<file path="config.mk">
export PLATFORM = sky130hd
export DESIGN_NAME = pipelined_barrel_shifter
export DESIGN_NICKNAME = d
export VERILOG_FILES = /design/src/rtl/pipelined_barrel_shifter.sv
export SDC_FILE = /design/constraint.sdc
export NUM_CORES = 1
export LEC_CHECK = 0
export BUFFER_PORTS_ARGS = -buffer_cell sky130_fd_sc_hd__buf_4
export CAP_MARGIN = 20
export CORE_MARGIN = 2
export CORE_UTILIZATION = 50
export DETAILED_ROUTE_END_ITERATION = 8
export HOLD_SLACK_MARGIN = 0.03
export PLACE_DENSITY_LB_ADDON = 0.12
export SLEW_MARGIN = 20
export SYNTH_ARGS = -nofsm -noshare
export SYNTH_HDL_FRONTEND = slang
export SYNTH_SLANG_ARGS = --single-unit
</file>
<file path="constraint.sdc">
create_clock -name clk -period 1.6 [get_ports clk]
set_clock_uncertainty 0.05 [all_clocks]
set_input_delay 0.24 -clock clk [delete_from_list [all_inputs] [get_ports clk]]
set_output_delay 0.24 -clock clk [all_outputs]
set_load 0.05 [all_outputs]
</file>
<file path="src/rtl/pipelined_barrel_shifter.sv">
// Pipelined barrel shifter (SLL/SRL/SRA/ROR) built from log2(WIDTH) binary stages, optional flags via SHIFTER_FLAGS_EN.
// Latency LAT register stages; each register has its own valid/ready, so stalls collapse bubbles stage by stage.
// Backpressure: outReady low holds the last register; inReady falls once every register upstream is full.
module pipelined_barrel_shifter #(
    parameter int WIDTH          = 32,
    parameter int SHW            = $clog2(WIDTH),
    parameter int STAGES_PER_REG = 1
) (
    input  logic             clk,
    input  logic             rst_n,
    input  logic             flush,
    input  logic             inValid,
    output logic             inReady,
    input  logic [WIDTH-1:0] inData,
    input  logic [SHW-1:0]   inAmt,
    input  logic [1:0]       inOp,
    output logic             outValid,
    input  logic             outReady,
    output logic [WIDTH-1:0] outData
`ifdef SHIFTER_FLAGS_EN
    ,
    output logic             outZero,
    output logic             outCarry
`endif
);

    localparam int LAT = (SHW + STAGES_PER_REG - 1) / STAGES_PER_REG;

    localparam logic [1:0] OP_SLL = 2'b00;
    localparam logic [1:0] OP_SRL = 2'b01;
    localparam logic [1:0] OP_SRA = 2'b10;
    localparam logic [1:0] OP_ROR = 2'b11;

    logic [WIDTH-1:0] d_q   [LAT];
    logic [1:0]       op_q  [LAT];
    logic [SHW-1:0]   amt_q [LAT];
    logic [LAT-1:0]   v_q;

    // sources feeding each register and the value it would load
    logic [WIDTH-1:0] sd    [LAT];
    logic [1:0]       sop   [LAT];
    logic [SHW-1:0]   samt  [LAT];
    logic [LAT-1:0]   sv;
    logic [WIDTH-1:0] nd    [LAT];
    logic [LAT-1:0]   ld;

`ifdef SHIFTER_FLAGS_EN
    logic             c_q   [LAT];
    logic             sc    [LAT];
    logic             nc    [LAT];
    logic             z_q;
`endif

    always_comb begin
        sv[0]   = inValid;
        sd[0]   = inData;
        sop[0]  = inOp;
        samt[0] = inAmt;
`ifdef SHIFTER_FLAGS_EN
        sc[0]   = 1'b0;
`endif
        for (int i = 1; i < LAT; i++) begin
            sv[i]   = v_q[i-1];
            sd[i]   = d_q[i-1];
            sop[i]  = op_q[i-1];
            samt[i] = amt_q[i-1];
`ifdef SHIFTER_FLAGS_EN
            sc[i]   = c_q[i-1];
`endif
        end
    end

    // Register i may load unless it and every register after it are full and the output is stalled.
    always_comb begin : load_enable
        logic all_full;
        for (int i = 0; i < LAT; i++) begin
            all_full = 1'b1;
            for (int j = i; j < LAT; j++) begin
                all_full = all_full & v_q[j];
            end
            ld[i] = !all_full || outReady;
        end
    end

    assign inReady = ld[0] && !flush;

    // Stage k shifts by 2^k and belongs to register k / STAGES_PER_REG.
    always_comb begin : shift_stages
        logic [WIDTH-1:0] x;
`ifdef SHIFTER_FLAGS_EN
        logic [WIDTH-1:0] t;
        logic             c;
`endif
        for (int i = 0; i < LAT; i++) begin
            x = sd[i];
`ifdef SHIFTER_FLAGS_EN
            c = sc[i];
            t = '0;
`endif
            for (int k = 0; k < SHW; k++) begin
                if (((k / STAGES_PER_REG) == i) && samt[i][k]) begin
`ifdef SHIFTER_FLAGS_EN
                    // the bit leaving last in this stage is the carry if no later stage fires
                    if (sop[i] == OP_SLL) begin
                        t = x << ((1 << k) - 1);
                        c = t[WIDTH-1];
                    end else begin
                        t = x >> ((1 << k) - 1);
                        c = t[0];
                    end
`endif
                    case (sop[i])
                        OP_SLL:  x = x << (1 << k);
                        OP_SRL:  x = x >> (1 << k);
                        OP_SRA:  x = (x >> (1 << k)) |
                                     ({WIDTH{x[WIDTH-1]}} & ~({WIDTH{1'b1}} >> (1 << k)));
                        OP_ROR:  x = (x >> (1 << k)) | (x << (WIDTH - (1 << k)));
                        default: x = x;
                    endcase
                end
            end
            nd[i] = x;
`ifdef SHIFTER_FLAGS_EN
            nc[i] = c;
`endif
        end
    end

    always_ff @(posedge clk or negedge rst_n) begin
        if (!rst_n) begin
            v_q <= '0;
            for (int i = 0; i < LAT; i++) begin
                d_q[i]   <= '0;
                op_q[i]  <= '0;
                amt_q[i] <= '0;
`ifdef SHIFTER_FLAGS_EN
                c_q[i]   <= 1'b0;
`endif
            end
`ifdef SHIFTER_FLAGS_EN
            z_q <= 1'b0;
`endif
        end else if (flush) begin
            v_q <= '0;
        end else begin
            for (int i = 0; i < LAT; i++) begin
                if (ld[i]) begin
                    v_q[i] <= sv[i];
                    if (sv[i]) begin
                        d_q[i]   <= nd[i];
                        op_q[i]  <= sop[i];
                        amt_q[i] <= samt[i];
`ifdef SHIFTER_FLAGS_EN
                        c_q[i]   <= nc[i];
`endif
                    end
                end
            end
`ifdef SHIFTER_FLAGS_EN
            if (ld[LAT-1] && sv[LAT-1]) begin
                z_q <= (nd[LAT-1] == '0);
            end
`endif
        end
    end

    assign outValid = v_q[LAT-1];
    assign outData  = d_q[LAT-1];
`ifdef SHIFTER_FLAGS_EN
    assign outZero  = z_q;
    assign outCarry = c_q[LAT-1];
`endif

endmodule
</file>
==> results of run 1 <==
==> state kept, by name, summed over array words and instances, names as in the netlist <==
| register | count |
|---|---|
| d_q | 128 |
| outData | 32 |
| amt_q | 10 |
| op_q | 8 |
| v_q | 5 |
==> critical path, stage by stage (launching register included) <==
cell and delay (ps):
dfrtp_2 410, buf_6 120, nor2b_4 120, or3b_4 450, buf_12 170, buf_16 130, a221oi_2 190, nor2_1 70
==> cell usage in the layout, fill, tap and decap left out, types with 2 or more instances in the layout <==
master / Yosys / routed
a21o_1: 4 / 4
nand3_1: 3 / 3
a31oi_4: 0 / 2
o21ai_1: 21 / 97
and2_1: 8 / 8
a221oi_2: 0 / 15
dlygate4sd3_1: 0 / 8
buf_6: 1 / 22
a221oi_1: 19 / 3
nand2_1: 369 / 321
o21ai_0: 198 / 45
or2_2: 4 / 3
o21ai_4: 0 / 11
buf_12: 0 / 30
and3_1: 55 / 55
bufinv_16: 0 / 4
nor2b_1: 15 / 13
o22ai_1: 2 / 2
o21ai_2: 0 / 66
dfrtp_2: 0 / 3
clkbuf_16: 0 / 36
a31o_2: 56 / 56
a21oi_1: 26 / 26
a31oi_1: 16 / 14
inv_1: 6 / 6
clkinvlp_4: 0 / 3
buf_4: 33 / 108
buf_16: 0 / 3
nor2_2: 1 / 3
dfrtp_1: 183 / 180
nor2_1: 100 / 97
clkbuf_1: 68 / 6
mux2_4: 6 / 13
buf_8: 0 / 7
nand2_2: 0 / 31
nand2_4: 0 / 17
==> report_power, final <==
group	switching, mW	total [mW]	internal [mW]	leakage (nW)
Combinational	3.57	6.09	2.52	3.51
Clock	1.76	4.42	2.66	0.285
Sequential	1.67	7.52	5.86	2.32
==> routing by layer <==
layer	track usage, %	up-vias
met3	3.48	96
li1	-	4392
met5	0	-
met1	31.7	4459
met4	12.3	0
met2	43.1	314
==> cell usage after synthesis (2+ instances only) <==
cell type	count
buf_2	28
a31o_2	56
clkbuf_1	68
mux2_4	6
dfrtp_1	183
buf_4	33
o21ai_1	21
nor2b_1	15
inv_1	6
a21o_1	4
a21oi_1	26
or2_2	4
nand3_1	3
a31oi_1	16
mux2_2	7
and3_1	55
nor2_1	100
nand2_1	369
and2_1	8
o22ai_1	2
o21ai_0	198
a221oi_1	19
==> worst max path at each step <==
stage	endpoint	startpoint	slack [ps]
2_1_floorplan	amt_q[21]$_DFFE_PN0P_	v_q[4]$_DFFE_PN0P_	-160
3_3_place_gp	outData[12]$_DFFE_PN0P_	amt_q[9]$_DFFE_PN0P_	-60
3_5_place_dp	outData[10]$_DFFE_PN0P_	amt_q[9]$_DFFE_PN0P_	-130
4_1_cts	inReady	v_q[4]$_DFFE_PN0P_	-190
5_1_grt	outData[14]$_DFFE_PN0P_	v_q[4]$_DFFE_PN0P_	-260
6_report	outData[14]$_DFFE_PN0P_	v_q[4]$_DFFE_PN0P_	-230
==> area by class of cell <==
class	count	area (um^2)	area share, %
flip-flops and latches	183	4580	34.3
repair buffers	197	2400	18.0
multi-input cells	924	5420	40.5
well taps	265	332	2.48
clock inverters	8	148	1.10
clock buffers	24	462	3.45
inverters	7	26.3	0.196
==> cells by family (layout without fill, tap and decap cells) <==
logic type / after synthesis / after routing
mux: 14 / 14
xor+xnor: 1 / 1
buf+inv: 138 / 236
flops: 183 / 183
compound gates: 345 / 345
simple gates: 564 / 564
==> what timing repair did <==
action	in CTS	in global routing
buffers inserted	9	18
setup endpoints to repair	32	175
pin swaps	9	69
hold buffers	8	0
endpoints found under the hold margin	166	0
resized for setup	56	267
cloned	5	24
==> results_dict.tcl, run 1 <==
set metrics [dict create \
    min_period_over_period_pct 114 \
    ff2ff_setup_slack_ps -230 \
    synth-simple-area-share_pct 24.0 \
    first_iter_violations 598 \
    first_global_vias 8164 \
    io_buffers 77 \
    cap_violations 0 \
    finalPower_mw 18.0 \
    rows 51 \
    areaGrowthSynthToFinish_pct 35.5 \
    startpoint_type "register" \
    fmax_mhz 548 \
    clock-sinks 183 \
    overflow 0 \
    rsz0062_at_grt "true" \
    finish.net_count 1374 \
    final_cells 1608 \
    via_count 9261 \
    fin_tns_setup_ps -15490 \
    totalWireLength_um 29600 \
    finalSetupViolations 168 \
    hold_start "inData[0]" \
    highest_layer "met4" \
    finalWorstSetupSlack_ps -226 \
    synth_warnings 0 \
    cts_root_buffer "clkbuf_16" \
    synth.yosys.seq_area_share_pct 46.4 \
    max-clock-path-buffers 2 \
    dieWidth_um 145 \
    drive_gt1_share_pct 33.4 \
    final-hold-violation-count 0 \
    drc 0 \
    viasPerCell 5.76 \
    wl_met3_um 1220 \
    fillers 1573 \
    ant_nets 0 \
    async_reset_ff_share_pct 100 \
    p_leak_nw 6.11 \
    synthFlopType "dfrtp_1" \
    fp.coreArea_um2 19400 \
    synth_top_family_by_area "simple AND/OR/NAND/NOR gates" \
    max_slew_margin_pct 54.6 \
    antenna_cells 0 \
    p_per_area_nw_per_um2 1350 \
    h-tree-depth 4 \
    io_pins 78 \
    placed_cells 1514 \
    finish.utilization_pct 69.0 \
    yosys.area.top_type "dfrtp_1" \
    track_usage_pct 25.3 \
    antenna_found_initial 0 \
    start_util_pct 50.9 \
    status "finished, violations left" \
    timing.rr.start "v_q[4]$_DFFE_PN0P_" \
    hold_path.class "input port to register" \
    r2r-end "outData[14]$_DFFE_PN0P_" \
    critPathArrivalTime_ps 2090 \
    worstMarginPinSlew_ps 680 \
    synth_xor_xnor_area_share_pct 0.0887 \
    dpl_worst_slack_ps -131 \
    holdPathEnd "d_q[128]$_DFFE_PN0P_" \
    syn_inst 1245 \
    synth_top_area_share_pct 46.4 \
    grt_max_degree 66 \
    violations "negative setup slack" \
    grt_pass1_wl_um 41300 \
    synth_mux_area_share_pct 1.81 \
    cts_tree "yes" \
    hold_depth 3 \
    synth_edf_count 0 \
    finalMaxSlewViolations 0 \
    end_kind "register" \
    reg2reg_depth 7 \
    dr.pass1.iters 7 \
    crit_type "register to register" \
    mappedNetlistArea_um2 9870 \
    ys_seq_elements 183 \
    wl_met2_um 15300 \
    layout_min_cycle_time_ps 1830 \
    synthAdderAreaFrac_pct 0 \
    avgSynthCellArea_um2 7.93 \
    route.detailed.wl_per_inst_um 18.4 \
    yosys-top-cells-area "dfrtp_1, nand2_1, o21ai_0" \
    cts_inserted_buffers 17 \
    cp.required_ps 1870 \
    syn_nets 1289 \
    dieArea_um2 20900 \
    path_max_fanout 5 \
    die_h_um 145 \
    hpwl_um 17500 \
    gp_congestion 0.862 \
    final_area_um2 13400 \
    clock_latency_ps 440 \
    synth_compound_area_share_pct 20.8 \
    ir_drop_mv 0.684 \
    whs_ps 52.8 \
    place_area_um2 11000 \
    clk_pin_slew_ps 60 \
    met1_length_um 11600 \
    synth_cell_types 40 \
]
No activity file was read; power rests on OpenSTA's default activity.
==> run 2, diff against run 1 <==
--- a/config.mk
+++ b/config.mk
@@ -5,6 +5,7 @@
 export SDC_FILE = /design/constraint.sdc
 export NUM_CORES = 1
 export LEC_CHECK = 0
+export ABC_AREA = 1
 export BUFFER_PORTS_ARGS = -buffer_cell sky130_fd_sc_hd__buf_4
 export CAP_MARGIN = 20
 export CORE_MARGIN = 2
==> run 2 against run 1 <==
The run still ends with negative setup slack left. Maximum frequency grew 11%. Combinational power shrank 12%. Synthesized area grew 4.5%. Cell count grew 13%. Worst setup slack gained 180 ps. Via count shrank 0.38%. Global-route usage shrank 2.0 points. Clock power shrank 5.4%. Highest routed layer unchanged.
==> results_dict.tcl, run 2 <==
set metrics [dict create \
    synth_warnings 0 \
    critPathArrivalTime_ps 1360 \
    start_util_pct 51.0 \
    dieArea_um2 21800 \
    syn_inst 1499 \
    startpoint_type "register" \
    p_per_area_nw_per_um2 1370 \
    status "finished, violations left" \
    clk_pin_slew_ps 70 \
    top_register "d_q" \
    power_frac_seq_pct 41.4 \
    cp_num_buf_inv 3 \
    final_cells 1809 \
    track_usage_pct 23.3 \
    cp.required_ps 1310 \
    avgSynthCellArea_um2 6.89 \
    async_reset_ff_share_pct 100 \
    p_int_mw 9.98 \
    io_buffers 77 \
    min_period_over_period_pct 103 \
    cap_violations 0 \
    drive_gt1_share_pct 11.0 \
    largest_register_ffs 128 \
    die_h_um 148 \
    h-tree-depth 4 \
    yosys.area.top_type "dfrtp_1" \
    path_max_fanout 4 \
    finish.net_count 1570 \
    fmax_mhz 607 \
    synthFlopType "dfrtp_1" \
    cts_inserted_buffers 17 \
    finalPower_mw 16.3 \
    worstMarginPinSlew_ps 566 \
    finalWorstSetupSlack_ps -48.8 \
    switchingPower_mw 6.31 \
    first_iter_violations 490 \
    areaGrowthSynthToFinish_pct 14.8 \
    crit_slowest_cell "dfrtp_1" \
    cts_root_buffer "clkbuf_16" \
    cts_tree "yes" \
    rsz0062_at_grt "true" \
    dieWidth_um 148 \
    totalWireLength_um 24700 \
    synth.most_common_cell "nand2_1" \
    dpl_worst_slack_ps 39.9 \
    io_pins 78 \
    dr.pass1.iters 5 \
    p_leak_nw 6.08 \
    max_slew_margin_pct 62.2 \
    synth_edf_count 0 \
    hold_path.class "input port to register" \
    grt_max_degree 66 \
    antenna_cells 0 \
    end_kind "output port" \
    mappedNetlistArea_um2 10300 \
    clock-sinks 183 \
    ant_nets 0 \
    crit_type "register to output port" \
    finalSetupViolations 1 \
    finalMaxSlewViolations 0 \
    route.detailed.wl_per_inst_um 13.6 \
    clkPwrFrac_pct 25.6 \
    gp_congestion 0.858 \
    clock_latency_ps 430 \
    max-clock-path-buffers 2 \
    swShare_pct 38.7 \
    ys_seq_elements 183 \
    via_count 9226 \
    synth_top_area_share_pct 44.4 \
    viasPerCell 5.10 \
    comb_power_share_pct 32.9 \
    ys_top_cells_by_count "nand2_1, dfrtp_1, o21ai_0" \
    yosys-top-cells-area "dfrtp_1, nand2_1, o21ai_0" \
    path_cells "buf_4, nand4_1, nand2_1, inv_1, buf_6" \
    final_cell_mix "nand2_1, dfrtp_1, o21ai_0" \
    overflow 0 \
    first_global_vias 8558 \
    rows 52 \
    drc 0 \
    layout_min_cycle_time_ps 1650 \
    grt_pass1_wl_um 41900 \
    placed_cells 1763 \
    fp.coreArea_um2 20200 \
    crit_family "flip-flops" \
    antenna_found_initial 0 \
    final-hold-violation-count 0 \
    syn_nets 1543 \
    synth_cell_types 26 \
    max_stage_delay_ps 390 \
    mostFrequentLayoutCell "nand2_1" \
    hpwl_um 17400 \
    violations "negative setup slack" \
    ir_drop_mv 0.705 \
    fin_tns_setup_ps -48.8 \
    synth.yosys.seq_area_share_pct 44.4 \
]
==> run 2: changes by cell type after synthesis, moves of 55 or more <==
cell,change
inv_1,+130
a31o_2,-56
o21ai_0,-59
nand2_1,+225
and3_1,-55
nand3_1,+105
==> run 2: cell families after synthesis <==
family | count (synthesis) | share of synthesized area, %
flip-flops | 183 | 44.4
AO/OA/AOI/OAI | 261 | 13.1
AND/OR/NAND/NOR | 791 | 30.4
buffers and inverters | 263 | 11.9
XOR/XNOR | 1 | 0.158
==> run 2: per-stage QoR <==
stage	utilization, %	hold WS [ps]	instance area, um^2
after global routing	58.6	101	11900
after global placement	54.7	148	11100
after detailed placement	54.7	150	11100
final	58.6	62.5	11900
after floorplan	-	-106	10300
after CTS	58.2	52.7	11800
==> run 2: worst register-to-register path: cells and delay by family (launching register included) <==
family,cells,cell delay (ps)
buffers and inverters,4,420
flip-flops,1,370
AND/OR/NAND/NOR,4,490
AO/OA/AOI/OAI,1,50
==> run 2: repair_timing <==
item,CTS,global route
setup buffers,4,0
setup endpoints to repair,1,89
resized for setup,2,12
cloned,0,2
endpoints found under the hold margin,45,0
pin swaps,2,1
hold buffers,8,0
==> run 2: worst paths after layout <==
kind	end	startpoint	slack, ps	cells past startpoint
max	inReady	v_q[2]$_DFFE_PN0P_	-50	5
min	d_q[159]$_DFFE_PN0P_	inData[31]	60	5
min reg2reg	amt_q[18]$_DFFE_PN0P_	amt_q[23]$_DFFE_PN0P_	420	2
max reg2reg	d_q[45]$_DFFE_PN0P_	v_q[4]$_DFFE_PN0P_	100	9
min in group asynchronous	outData[2]$_DFFE_PN0P_	rst_n	260	2
max in group asynchronous	d_q[85]$_DFFE_PN0P_	rst_n	670	3
==> run 2: cell type report <==
cell class | instances | area, um^2
Clock buffer | 18 | 429
Clock inverter | 14 | 150
Fill cell | 2023 | 8380
Inverter | 144 | 551
Multi-Input combinational cell | 1053 | 4520
Sequential cell | 183 | 4580
Tap cell | 270 | 338
Timing Repair Buffer | 127 | 1280
==> run 2: power by group through the flow <==
stage	clock, mW	sequential, mW	combinational [mW]
after global routing	4.43	6.91	6.04
after CTS	4.26	6.76	5.37
after detailed placement	0	6.84	5.32
after global placement	0	6.82	5.26
final	4.18	6.75	5.36
after floorplan	0	6.48	4.21
==> run 2: per-layer routing <==
layer	routed length [um]	vias to the layer above	global-route usage, %
met5	0	-	0
met4	477	0	7.07
met3	645	23	2.81
met2	12300	185	40.4
met1	11300	4270	30.8
li1	-	4748	-
